===== config.mk =====
export PLATFORM = sky130hd
export DESIGN_NAME = layer_renderer_flat
export DESIGN_NICKNAME = d
export VERILOG_FILES = /design/src/rtl/render_pkg.sv /design/src/rtl/layer_renderer_if.sv /design/src/rtl/sprite_hit.sv /design/src/rtl/layer_renderer.sv /design/src/flat_wrapper.sv
export SDC_FILE = /design/constraint.sdc
export NUM_CORES = 1
export LEC_CHECK = 0
export ABC_AREA = 0
export CAP_MARGIN = 20
export CORE_ASPECT_RATIO = 1.1
export CORE_MARGIN = 2
export CORE_UTILIZATION = 35
export CTS_CLUSTER_DIAMETER = 30
export DETAILED_ROUTE_END_ITERATION = 10
export PLACE_DENSITY = 0.54
export REMOVE_ABC_BUFFERS = 1
export SKIP_LAST_GASP = 1
export SLEW_MARGIN = 0
export SYNTH_ARGS = -nofsm -noshare
export SYNTH_HDL_FRONTEND = slang
export SYNTH_SLANG_ARGS = --single-unit
export TNS_END_PERCENT = 20

===== constraint.sdc =====
create_clock -name clk -period 6.6 [get_ports clk]
set_input_delay 1.32 -clock clk [delete_from_list [all_inputs] [get_ports clk]]
set_output_delay 1.32 -clock clk [all_outputs]
set_load 0.005 [all_outputs]

===== src/rtl/render_pkg.sv =====
// Shared types, colours, ghost offsets and sprite mask for the layer renderer.
package render_pkg;

  typedef logic [8:0]        rgb9_t;
  typedef logic signed [12:0] coord_t;

  localparam rgb9_t COL_BLACK   = 9'h000;
  localparam rgb9_t COL_BALL    = 9'h1FF;
  localparam rgb9_t COL_GHOST   = 9'h092;
  localparam rgb9_t COL_PAD_BOT = 9'h1C0;
  localparam rgb9_t COL_PAD_TOP = 9'h007;
  localparam rgb9_t COL_BRICK1  = 9'h1FF;
  localparam rgb9_t COL_BRICK2  = 9'h1C0;
  localparam rgb9_t COL_BRICK3  = 9'h03F;

  localparam logic [2:0] STATE_AIM = 3'd2;

  // Ghost offsets from ball 0, indexed by aim angle
  localparam coord_t GHOST_DX [8] = '{-13'sd51, -13'sd40, -13'sd25, 13'sd25,
                                       13'sd40,  13'sd51,  13'sd40, 13'sd40};
  localparam coord_t GHOST_DY [8] = '{-13'sd25, -13'sd40, -13'sd51, -13'sd51,
                                      -13'sd40, -13'sd25, -13'sd40, -13'sd40};

  localparam int PAD_TOP_Y_LO = 20;
  localparam int PAD_TOP_Y_HI = 30;
  localparam int PAD_BOT_Y_LO = 570;
  localparam int PAD_BOT_Y_HI = 580;

  // Rounded plus shape inside a square of half-extent radius
  function automatic logic sprite_mask(input coord_t dx, input coord_t dy, input int radius);
    int ax;
    int ay;
    ax = (dx < 0) ? -int'(dx) : int'(dx);
    ay = (dy < 0) ? -int'(dy) : int'(dy);
    return (ax <= radius) && (ay <= radius) &&
           ((ax == 0) || (ay == 0) || (ax <= 2 && ay <= 3) || (ax <= 3 && ay <= 2));
  endfunction

  function automatic rgb9_t brick_colour(input logic [1:0] t);
    case (t)
      2'd1:    return COL_BRICK1;
      2'd2:    return COL_BRICK2;
      2'd3:    return COL_BRICK3;
      default: return COL_BLACK;
    endcase
  endfunction

endpackage


===== src/rtl/layer_renderer_if.sv =====
// Pixel stream between VGA timing generator, renderer and DAC pins.
interface layer_renderer_if;
  logic [10:0] x;
  logic [9:0]  y;
  logic        o_active;
  logic        frame_start;
  logic [8:0]  VGA;
  logic        pix_active;

  modport master (output x, y, o_active, frame_start, input VGA, pix_active);
  modport slave  (input x, y, o_active, frame_start, output VGA, pix_active);
endinterface


===== src/rtl/sprite_hit.sv =====
// Registered sprite mask test around a centre point; one-cycle latency.
module sprite_hit
  import render_pkg::*;
#(
  parameter int RADIUS = 4
) (
  input  logic   clk,
  input  logic   rst,
  input  logic   en_i,
  input  coord_t px_i,
  input  coord_t py_i,
  input  coord_t cx_i,
  input  coord_t cy_i,
  output logic   hit_o
);

  logic hit_q, hit_d;

  always_comb hit_d = en_i && sprite_mask(px_i - cx_i, py_i - cy_i, RADIUS);

  always_ff @(posedge clk or posedge rst) begin
    if (rst) hit_q <= 1'b0;
    else     hit_q <= hit_d;
  end

  assign hit_o = hit_q;

endmodule


===== src/rtl/layer_renderer.sv =====
// Three-stage layered pixel renderer for the brick game.
// Optional hit-flash on the last struck brick: define RENDER_FLASH_EN.
module layer_renderer
  import render_pkg::*;
#(
  parameter int BRICK_COLS   = 8,
  parameter int BRICK_ROWS   = 8,
  parameter int BRICK_W      = 100,
  parameter int BRICK_H      = 50,
  parameter int BRICK_MARGIN = 5,
  parameter int GRID_Y_MAX   = 400,
  parameter int N_BALLS      = 2,
  parameter int RADIUS       = 4,
  parameter int PADDLE_HALF  = 80,
  parameter int FLASH_FRAMES = 8,
  localparam int N_BRICKS    = BRICK_COLS * BRICK_ROWS,
  localparam int IDX_W       = $clog2(N_BRICKS)
) (
  input  logic                    clk,
  input  logic                    rst,
  layer_renderer_if.slave         pix,
  input  logic [2:0]              state,
  input  logic [2:0]              angle,
  input  logic [10:0]             x_paddle_l,
  input  logic [10:0]             x_paddle_r,
  input  logic [11*N_BALLS-1:0]   x_ball,
  input  logic [10*N_BALLS-1:0]   y_ball,
  input  logic [N_BALLS-1:0]      ball_en,
  input  logic [2*N_BRICKS-1:0]   brick,
  input  logic                    hit_valid,
  input  logic [IDX_W-1:0]        hit_idx
);

  // S1: coordinates, cell decode, ghost position
  logic [10:0] px_q, bx_q, ox_q;
  logic [9:0]  py_q, by_q, oy_q;
  logic        act1_q;
  logic [2:0]  state_q;
  coord_t      gx_q, gy_q;

  always_ff @(posedge clk or posedge rst) begin
    if (rst) begin
      px_q <= '0; py_q <= '0; act1_q <= 1'b0; state_q <= '0;
      bx_q <= '0; by_q <= '0; ox_q <= '0; oy_q <= '0;
      gx_q <= '0; gy_q <= '0;
    end else begin
      px_q    <= pix.x;
      py_q    <= pix.y;
      act1_q  <= pix.o_active;
      state_q <= state;
      bx_q    <= 11'(pix.x / BRICK_W);
      by_q    <= 10'(pix.y / BRICK_H);
      ox_q    <= 11'((pix.x / BRICK_W) * BRICK_W);
      oy_q    <= 10'((pix.y / BRICK_H) * BRICK_H);
      gx_q    <= coord_t'({2'b00, x_ball[10:0]}) + GHOST_DX[angle];
      gy_q    <= coord_t'({3'b000, y_ball[9:0]}) + GHOST_DY[angle];
    end
  end

  // S2: per-layer hit flags
  coord_t px_s, py_s, dpl, dpr;
  int     cell_idx;
  logic   in_grid, inset, flash_match;
  logic   pad_l_d, pad_r_d, brick_d, blank_d;
  logic [1:0] btype_d;

  logic [N_BALLS-1:0] ball_hit;
  logic               ghost_hit;

  assign px_s = coord_t'({2'b00, px_q});
  assign py_s = coord_t'({3'b000, py_q});

  for (genvar i = 0; i < N_BALLS; i++) begin : g_ball
    sprite_hit #(.RADIUS(RADIUS)) u_ball (
      .clk  (clk),
      .rst  (rst),
      .en_i (ball_en[i]),
      .px_i (px_s),
      .py_i (py_s),
      .cx_i (coord_t'({2'b00, x_ball[11*i +: 11]})),
      .cy_i (coord_t'({3'b000, y_ball[10*i +: 10]})),
      .hit_o(ball_hit[i])
    );
  end

  sprite_hit #(.RADIUS(RADIUS)) u_ghost (
    .clk  (clk),
    .rst  (rst),
    .en_i (state_q == STATE_AIM),
    .px_i (px_s),
    .py_i (py_s),
    .cx_i (gx_q),
    .cy_i (gy_q),
    .hit_o(ghost_hit)
  );

  always_comb begin
    dpl      = px_s - coord_t'({2'b00, x_paddle_l});
    dpr      = px_s - coord_t'({2'b00, x_paddle_r});
    pad_l_d  = (int'(dpl) <= PADDLE_HALF) && (int'(dpl) >= -PADDLE_HALF) &&
               (int'(py_q) > PAD_TOP_Y_LO) && (int'(py_q) <= PAD_TOP_Y_HI);
    pad_r_d  = (int'(dpr) <= PADDLE_HALF) && (int'(dpr) >= -PADDLE_HALF) &&
               (int'(py_q) > PAD_BOT_Y_LO) && (int'(py_q) <= PAD_BOT_Y_HI);
    in_grid  = (int'(bx_q) < BRICK_COLS) && (int'(by_q) < BRICK_ROWS);
    cell_idx = in_grid ? (int'(by_q) * BRICK_COLS + int'(bx_q)) : 0;
    btype_d  = brick[2*cell_idx +: 2];
    inset    = (int'(px_q) >= int'(ox_q) + BRICK_MARGIN) &&
               (int'(px_q) <  int'(ox_q) + BRICK_W - BRICK_MARGIN) &&
               (int'(py_q) >= int'(oy_q) + BRICK_MARGIN) &&
               (int'(py_q) <  int'(oy_q) + BRICK_H - BRICK_MARGIN) &&
               (int'(py_q) <  GRID_Y_MAX);
    // A flashing cell still draws after its brick has been cleared
    brick_d  = inset && in_grid && ((btype_d != 2'd0) || flash_match);
    blank_d  = !act1_q || (px_q == '0) || (py_q == '0) || (state_q < STATE_AIM);
  end

`ifdef RENDER_FLASH_EN
  localparam int FC_W = $clog2(FLASH_FRAMES + 1);
  logic [FC_W-1:0]  flash_cnt_q, flash_cnt_d;
  logic [IDX_W-1:0] flash_idx_q, flash_idx_d;

  always_comb begin
    flash_cnt_d = flash_cnt_q;
    flash_idx_d = flash_idx_q;
    if (hit_valid) begin
      flash_idx_d = hit_idx;
      flash_cnt_d = FC_W'(FLASH_FRAMES);
    end else if (pix.frame_start && flash_cnt_q != '0) begin
      flash_cnt_d = flash_cnt_q - FC_W'(1);
    end
  end

  always_ff @(posedge clk or posedge rst) begin
    if (rst) begin
      flash_cnt_q <= '0;
      flash_idx_q <= '0;
    end else begin
      flash_cnt_q <= flash_cnt_d;
      flash_idx_q <= flash_idx_d;
    end
  end

  assign flash_match = (flash_cnt_q != '0) && in_grid && (IDX_W'(cell_idx) == flash_idx_q);
`else
  logic unused_flash_inputs;
  assign unused_flash_inputs = ^{hit_valid, hit_idx, pix.frame_start};
  assign flash_match = 1'b0;
`endif

  logic       pad_l_q, pad_r_q, brick_q, flash_q, blank_q, act2_q;
  logic [1:0] btype_q;

  always_ff @(posedge clk or posedge rst) begin
    if (rst) begin
      pad_l_q <= 1'b0; pad_r_q <= 1'b0; brick_q <= 1'b0; flash_q <= 1'b0;
      blank_q <= 1'b1; act2_q  <= 1'b0; btype_q <= '0;
    end else begin
      pad_l_q <= pad_l_d;
      pad_r_q <= pad_r_d;
      brick_q <= brick_d;
      flash_q <= flash_match;
      blank_q <= blank_d;
      act2_q  <= act1_q;
      btype_q <= btype_d;
    end
  end

  // S3: priority select
  rgb9_t colour, brick_col, vga_d, vga_q;
  logic  pix_active_q;

  always_comb begin
    colour    = COL_BLACK;
    brick_col = brick_colour((btype_q == 2'd0) ? 2'd1 : btype_q);
    if (flash_q) brick_col = ~brick_col;
    if (|ball_hit)      colour = COL_BALL;
    else if (ghost_hit) colour = COL_GHOST;
    else if (pad_r_q)   colour = COL_PAD_BOT;
    else if (pad_l_q)   colour = COL_PAD_TOP;
    else if (brick_q)   colour = brick_col;
    vga_d = blank_q ? COL_BLACK : colour;
  end

  always_ff @(posedge clk or posedge rst) begin
    if (rst) begin
      vga_q        <= '0;
      pix_active_q <= 1'b0;
    end else begin
      vga_q        <= vga_d;
      pix_active_q <= act2_q;
    end
  end

  assign pix.VGA        = vga_q;
  assign pix.pix_active = pix_active_q;

endmodule


===== src/flat_wrapper.sv =====
// flat-port wrapper written by rule: the top's interface ports become plain ports
module layer_renderer_flat import render_pkg::*;
#(
  parameter int BRICK_COLS   = 8,
  parameter int BRICK_ROWS   = 8,
  parameter int BRICK_W      = 100,
  parameter int BRICK_H      = 50,
  parameter int BRICK_MARGIN = 5,
  parameter int GRID_Y_MAX   = 400,
  parameter int N_BALLS      = 2,
  parameter int RADIUS       = 4,
  parameter int PADDLE_HALF  = 80,
  parameter int FLASH_FRAMES = 8,
  localparam int N_BRICKS    = BRICK_COLS * BRICK_ROWS,
  localparam int IDX_W       = $clog2(N_BRICKS)
)
  (clk, rst, state, angle, x_paddle_l, x_paddle_r, x_ball, y_ball, ball_en, brick, hit_valid, hit_idx, pix_x, pix_y, pix_o_active, pix_frame_start, pix_VGA, pix_pix_active);
  layer_renderer_if pix_i ();
  input  logic clk;
  input  logic rst;
  input  logic [2:0] state;
  input  logic [2:0] angle;
  input  logic [10:0] x_paddle_l;
  input  logic [10:0] x_paddle_r;
  input  logic [11*N_BALLS-1:0] x_ball;
  input  logic [10*N_BALLS-1:0] y_ball;
  input  logic [N_BALLS-1:0] ball_en;
  input  logic [2*N_BRICKS-1:0] brick;
  input  logic hit_valid;
  input  logic [IDX_W-1:0] hit_idx;
  input wire logic [$bits(pix_i.x)-1:0] pix_x;
  input wire logic [$bits(pix_i.y)-1:0] pix_y;
  input wire logic [$bits(pix_i.o_active)-1:0] pix_o_active;
  input wire logic [$bits(pix_i.frame_start)-1:0] pix_frame_start;
  output wire logic [$bits(pix_i.VGA)-1:0] pix_VGA;
  output wire logic [$bits(pix_i.pix_active)-1:0] pix_pix_active;
  assign pix_i.x = pix_x;
  assign pix_i.y = pix_y;
  assign pix_i.o_active = pix_o_active;
  assign pix_i.frame_start = pix_frame_start;
  assign pix_VGA = pix_i.VGA;
  assign pix_pix_active = pix_i.pix_active;
  layer_renderer #(.BRICK_COLS(BRICK_COLS), .BRICK_ROWS(BRICK_ROWS), .BRICK_W(BRICK_W), .BRICK_H(BRICK_H), .BRICK_MARGIN(BRICK_MARGIN), .GRID_Y_MAX(GRID_Y_MAX), .N_BALLS(N_BALLS), .RADIUS(RADIUS), .PADDLE_HALF(PADDLE_HALF), .FLASH_FRAMES(FLASH_FRAMES)) u_core (.clk(clk), .rst(rst), .pix(pix_i), .state(state), .angle(angle), .x_paddle_l(x_paddle_l), .x_paddle_r(x_paddle_r), .x_ball(x_ball), .y_ball(y_ball), .ball_en(ball_en), .brick(brick), .hit_valid(hit_valid), .hit_idx(hit_idx));
endmodule

-- Yosys cells after proc, flatten, opt, wreduce, memory -nomap -nowiden
Memory sizes are Yosys's and may differ from the RTL's.
Cells that the tools add are included.
- multipliers: 2
- $add $sub $neg: 23
- reduce and logical (&&, ||, !) cells: 52
- $lt $le $gt $ge: 41
- eq/ne operators: 4
- bitwise operators: 1
- muxes and demuxes: 19
- divide/modulo/power cells: 2
- shifts and indexed selects: 1
- operator list (operator ; number):
    $le 32x3->1 const B ; 12
    $le 32x4->1 const B ; 6
    $logic_not 32->1 ; 6
    $mux 32 ; 6
    $shiftx 128x32->2 ; 1
    $mul 32x5->9 const B ; 2
    $neg 11->32 ; 2
    $neg 12->32 ; 2
    $neg 13->32 ; 2
    $sub 32x4->32 const B ; 2
    $mux 9 ; 6
    $mux 13 ; 4
    $sub 11x11->12 ; 4
    $div 10x6->32 const B ; 1
    $div 11x7->32 const B ; 1
    $ge 11x32->1 ; 1
    $ge 12x32->1 ; 1
    $lt 11x32->1 ; 1
    $lt 12x32->1 ; 1
    $mux 31 ; 1
    $logic_and 1x1->1 ; 28
    $pmux 9 s3 ; 1
    $lt 13x1->1 const B ; 2
    $ge 12x8->1 const B ; 2
    34 further kinds ; 50
- register bits after elaboration: 110
- input bits: 232
- output and inout port bits: 10
- ROM bits: 208
- logic and storage cells: 168
- memories kept: 2
- memories (name ; depth ; width ; rd ports ; clocked after memory_dff ; wr ports ; RTL line ; RTL):
    (name not given) ; 8 ; 13 ; 1 ; 0 ; 0 ; layer_renderer.sv:56 ; gy_q <= coord_t'({3'b000, y_ball[9:0]}) + GHOST_DY[angle];
    (name not given) ; 8 ; 13 ; 1 ; 0 ; 0 ; layer_renderer.sv:55 ; gx_q <= coord_t'({2'b00, x_ball[10:0]}) + GHOST_DX[angle];

-- Depth between registers and ports, before layout
- word-level depth: 10
- gate-level depth with buffers: 25
- depth with buffers taken out: 22

-- Hierarchy
A second synthesis with hierarchy kept.
- cells, all modules: 1919
- area, all modules: 15507.4 µm²
- modules (own cells, without submodules) (module ; area an instance (µm²) ; cells an instance ; times used):
    layer_renderer ; 8443.1 ; 893 ; 1
    sprite_hit ; 2354.8 ; 342 ; 3

-- Worst setup path before layout
No wires, ideal clock.
- path type: input to register
- start: input pix_y[6]
- end: register u_core.oy_q[9]
- arrival time: 5.878 ns
- slack: 0.596 ns
- stages: 24
- data required time: 6.475 ns
- path buffers: 3
- setup time: 0.125 ns
- cell sequence: buf_6 or3_1 and2_1 ha_1 nand2b_1 o21ai_1 nand3_4 inv_2 buf_6 o2111ai_2 and3_1 o21a_1 buf_4 a21oi_2 o221ai_1 a31oi_1 a21oi_1 a211o_1 ha_1 ha_1 ha_1 fa_1 a31oi_1 xnor2_1
- longest elaborated chain between the ends: 2
- RTL lines (element ; RTL line ; RTL):
    start, declared ; flat_wrapper.sv:32 ; input wire logic [$bits(pix_i.y)-1:0] pix_y;
    $div 10x6->32 ; layer_renderer.sv:54 ; oy_q <= 10'((pix.y / BRICK_H) * BRICK_H);
    $mul 32x5->9 ; layer_renderer.sv:54 ;
    end signal, assigned ; layer_renderer.sv:54 ;
    end, declared ; layer_renderer.sv:36 ; logic [9:0] py_q, by_q, oy_q;
Every way passes these cells.

-- Final worst setup path
Ends and elaborated chain as after synthesis.

==> flow_summary.html <==
<table>
<tr><th>Metric</th><th>Value</th></tr>
<tr><th colspan="2">STA</th></tr>
<tr><td>Transition at the pin with the smallest max-transition slack</td><td>1.073 ns</td></tr>
<tr><td>Max Clk Rate</td><td>161.4 MHz</td></tr>
<tr><td>Sum Neg Setup Slack</td><td>0 ns</td></tr>
<tr><td>Ratio of final minimum period to clock period</td><td>93.89%</td></tr>
<tr><td>Relative slew slack</td><td>28.45%</td></tr>
<tr><td>Minimum clock period</td><td>6.197 ns</td></tr>
<tr><td>Final count of negative-setup-slack endpoints</td><td>0</td></tr>
<tr><td>Max Clock Skew</td><td>0.01473 ns</td></tr>
<tr><td>Max-slew violation count</td><td>0</td></tr>
<tr><td>Hold violation count in the final report</td><td>0</td></tr>
<tr><td>Setup repair after global routing missed its margin</td><td>no</td></tr>
<tr><td>Final WS setup</td><td>0.4031 ns</td></tr>
<tr><th colspan="2">Critical path</th></tr>
<tr><td>Number of cells on the worst reg-to-reg path</td><td>15</td></tr>
<tr><td>Startpoint of the most critical setup path</td><td>pix_y[6]</td></tr>
<tr><td>Category of the worst setup path capture point</td><td>flip-flop</td></tr>
<tr><td>Max Fanout on Critical Path</td><td>8</td></tr>
<tr><td>Data arrival time of the worst path</td><td>6.48 ns</td></tr>
<tr><td>Startpoint type of the worst setup path</td><td>input pin</td></tr>
<tr><td>Capturing element of the worst setup path</td><td>u_core.oy_q[9]$_DFF_PP0_</td></tr>
<tr><td>Data required, critical path</td><td>6.88 ns</td></tr>
<tr><td>Worst reg2reg setup slack</td><td>2.04 ns</td></tr>
<tr><td>Critical register-to-register path endpoint</td><td>u_core.u_ghost.hit_o$_DFF_PP0_</td></tr>
<tr><td>Reg-to-reg startpoint</td><td>u_core.px_q[0]$_DFF_PP0_</td></tr>
<tr><td>Critical path class</td><td>input pin to flip-flop</td></tr>
<tr><th colspan="2">Finish</th></tr>
<tr><td>Share of post-route cells with drive strength above 1</td><td>6.472%</td></tr>
<tr><td>Count of nets after finishing</td><td>2312</td></tr>
<tr><td>Final design utilization</td><td>44.01%</td></tr>
<tr><td>Area of all placed cells without fillers</td><td>16810 um^2</td></tr>
<tr><td>Fill cell total of the finished layout</td><td>3806</td></tr>
<tr><td>Layout Area Growth over Synthesis</td><td>23.85%</td></tr>
<tr><td>Diode count</td><td>0</td></tr>
<tr><th colspan="2">Floorplan</th></tr>
<tr><td>Chip Height</td><td>210.5 um</td></tr>
<tr><td>Num ports</td><td>242</td></tr>
<tr><td>Initial core utilization</td><td>35.54%</td></tr>
<tr><td>Die footprint</td><td>40370 um^2</td></tr>
<tr><td>Core Footprint</td><td>38190 um^2</td></tr>
<tr><td>Die boundary width</td><td>191.8 um</td></tr>
<tr><td>Number of standard-cell rows in the floorplan</td><td>75</td></tr>
<tr><th colspan="2">Route</th></tr>
<tr><td>Number of nets still failing antenna checks after routing</td><td>0</td></tr>
<tr><td>DRT Wirelength</td><td>40960 um</td></tr>
<tr><td>Remaining DRCs</td><td>0</td></tr>
<tr><td>Post-detailed-route wirelength per cell</td><td>17.18 um</td></tr>
<tr><td>Detailed Routing Iterations Pass 1</td><td>5</td></tr>
<tr><td>Vias</td><td>12990</td></tr>
<tr><td>Drt first-iter violations</td><td>642</td></tr>
<tr><td>Vias per cell</td><td>5.448</td></tr>
<tr><th colspan="2">Pwr</th></tr>
<tr><td>Static leakage</td><td>7.267 nW</td></tr>
<tr><td>Total power after layout</td><td>3.827 mW</td></tr>
<tr><td>Maximum vdd drop</td><td>0.0001270 V</td></tr>
<tr><td>Power density over cell area</td><td>227.7 nW/um^2</td></tr>
<tr><th colspan="2">Global routing</th></tr>
<tr><td>Fraction of met3 tracks used by global routing</td><td>2.481%</td></tr>
<tr><td>Final global-route overflow total</td><td>0</td></tr>
<tr><td>GRT Overall Usage</td><td>20.33%</td></tr>
<tr><td>First-pass GRT wire length</td><td>65600 um</td></tr>
<tr><td>Met1 Track Usage GR</td><td>23.94%</td></tr>
<tr><td>GR peak layer</td><td>met2</td></tr>
<tr><td>Number of antenna violations at the first check in global routing</td><td>0</td></tr>
<tr><td>Global routing usage on met2</td><td>37.98%</td></tr>
<tr><td>Number of global-route vias before repair</td><td>13130</td></tr>
<tr><td>Largest net degree at the start of global routing</td><td>49</td></tr>
<tr><th colspan="2">Placed design</th></tr>
<tr><td>Input/output buffers</td><td>233</td></tr>
<tr><td>Placed Area</td><td>16510 um^2</td></tr>
<tr><td>HPWL reported at the end of detailed placement</td><td>33960 um</td></tr>
<tr><td>GPL Wtd Cong</td><td>0.8636</td></tr>
<tr><td>Setup slack at placement</td><td>0.03805 ns</td></tr>
<tr><th colspan="2">Flow run</th></tr>
<tr><td>Max_cap viols</td><td>0</td></tr>
<tr><th colspan="2">Synthesis</th></tr>
<tr><td>Synth warn</td><td>0</td></tr>
<tr><td>Post-synthesis cell count</td><td>1654</td></tr>
<tr><td>Async SR Flop Fraction</td><td>100.0%</td></tr>
<tr><td>Synthesized area per cell</td><td>8.206 um^2</td></tr>
<tr><td>Number of storage elements in the synthesis netlist</td><td>90</td></tr>
<tr><td>Proportion of netlist area held by the largest area contributor</td><td>17.15%</td></tr>
<tr><td>Most used DFF post-synth</td><td>dfrtp_1</td></tr>
<tr><td>Distinct cell type count of the synthesized netlist</td><td>103</td></tr>
<tr><td>Sequential cell area fraction in the yosys report</td><td>16.60%</td></tr>
<tr><td>Count of flip-flops with a built-in enable after synthesis</td><td>0</td></tr>
<tr><td>Post-synth top area cell</td><td>ha_1</td></tr>
<tr><td>Cell Area, Synth</td><td>13570 um^2</td></tr>
<tr><td>Most numerous cell types in the synthesized netlist</td><td>ha_1, inv_1, nor2_1</td></tr>
<tr><td>Most instantiated library cell after synthesis</td><td>ha_1</td></tr>
<tr><td>Largest cells by area after synthesis</td><td>ha_1, dfrtp_1, xnor2_1</td></tr>
<tr><th colspan="2">Status</th></tr>
<tr><td>Outcome</td><td>complete, no violations</td></tr>
<tr><th colspan="2">CTS</th></tr>
<tr><td>Number of levels in the clock H-tree</td><td>3</td></tr>
<tr><td>Clock transition at path regs</td><td>0.07 ns</td></tr>
<tr><td>Number of setup buffers added after CTS</td><td>0</td></tr>
<tr><td>CTS root buffer</td><td>clkbuf_16</td></tr>
<tr><td>Total clock buffers created by CTS</td><td>9</td></tr>
<tr><td>Skew-Pair Late Insertion Delay</td><td>0.36 ns</td></tr>
<tr><td>Maximum count of clock buffers along a single path</td><td>2</td></tr>
<tr><td>Number of resized instances in the post-cts repair step</td><td>0</td></tr>
<tr><td>Number of clock sinks</td><td>90</td></tr>
<tr><td>CTS tree</td><td>built</td></tr>
<tr><td>Hold buffer count at cts</td><td>0</td></tr>
<tr><th colspan="2">Min path</th></tr>
<tr><td>Min-delay worst type</td><td>flip-flop to flip-flop</td></tr>
</table>
-- cell usage in the layout, fill, tap and decap left out, drive strengths merged, types with 21 or more instances in the layout --
cell and instances:
mux4 28, ha 186, a211oi 21, a21o 35, nand3 41, nand2 101
o21a 26, buf 24, nor2 128, a21oi 107, xnor2 83, clkdlybuf4s50 233
o21ai 113, nand2b 23, xor2 54, nor2b 39, inv 155, nor3 46
dfrtp 89
-- critical path, stage by stage --
cell and delay, ns:
clkdlybuf4s50_1 0.42, or3_1 0.41, and2_1 0.18, ha_1 0.26, nand2b_1 0.16, o21ai_1 0.30
nand3_4 0.12, inv_2 0.11, a211o_1 0.17, and3_1 0.17, o21a_1 0.32, inv_2 0.06
a211o_1 0.29, a31oi_1 0.17, nor2_1 0.06, a211oi_1 0.24, a211o_1 0.22, ha_1 0.25
ha_1 0.27, ha_1 0.23, fa_1 0.40, a31oi_1 0.21, xnor2_1 0.13
-- cell type report --
| class | instances | area, um^2 | area share, % |
|---|---|---|---|
| Multi-Input combinational cell | 1368 | 10540 | 62.69 |
| Inverter | 155 | 584.3 | 3.476 |
| Sequential cell | 90 | 2253 | 13.41 |
| Clock buffer | 11 | 242.7 | 1.444 |
| Timing Repair Buffer | 257 | 2512 | 14.95 |
| Clock inverter | 4 | 52.55 | 0.3126 |
| Tap cell | 500 | 625.6 | 3.722 |
-- metrics by stage --
step	hold slack [ns]	cells
after floorplan	0.3312	1613
after global placement	0.3396	2370
after detailed placement	0.3412	2370
after CTS	0.3477	2385
after global routing	0.3585	2385
final	0.3455	2385
-- kinds of logic after synthesis --
kind of cell | synth area share (%)
AND/OR/NAND/NOR | 20.23
XOR/XNOR | 8.896
multiplexers | 6.333
buffers and inverters | 5.752
AO/OA/AOI/OAI | 22.75
adder cells (fa/ha/maj) | 19.43
flip-flops | 16.60
-- state kept, by name, indices dropped and copies added (netlist names), 3 cells and up --
signal          count
u_core.pix.VGA      6
u_core.by_q         5
u_core.gy_q        13
u_core.bx_q         5
u_core.ox_q         6
u_core.py_q        10
u_core.gx_q        13
u_core.state_q      3
u_core.oy_q         6
u_core.px_q        11
-- power by group --
part / internal (mW) / total [mW] / switching [mW]
clock network: 0.303 / 0.537 / 0.234
logic: 1.16 / 2.50 / 1.34
registers: 0.646 / 0.790 / 0.144
total: 2.11 / 3.83 / 1.72
-- worst min-delay path by stage --
stage                             from                         endpoint  slack (ns)  depth (start not counted)
6_report       u_core.act2_q$_DFF_PP0_  u_core.pix.pix_active$_DFF_PP0_        0.35                          0
5_1_grt        u_core.act2_q$_DFF_PP0_  u_core.pix.pix_active$_DFF_PP0_        0.36                          0
4_1_cts        u_core.act2_q$_DFF_PP0_  u_core.pix.pix_active$_DFF_PP0_        0.35                          0
3_5_place_dp   u_core.act2_q$_DFF_PP0_  u_core.pix.pix_active$_DFF_PP0_        0.34                          0
3_3_place_gp   u_core.act2_q$_DFF_PP0_  u_core.pix.pix_active$_DFF_PP0_        0.34                          0
2_1_floorplan  u_core.act2_q$_DFF_PP0_  u_core.pix.pix_active$_DFF_PP0_        0.33                          0
-- metal layers --
| layer | part of all wire, % | wire, um |
|---|---|---|
| met2 | 51 | 21060 |
| met5 | 0 | 0 |
| met1 | 42 | 17170 |
| met4 | 2.5 | 1032 |
| met3 | 4.1 | 1697 |
(Power assumes the default switching activity.)
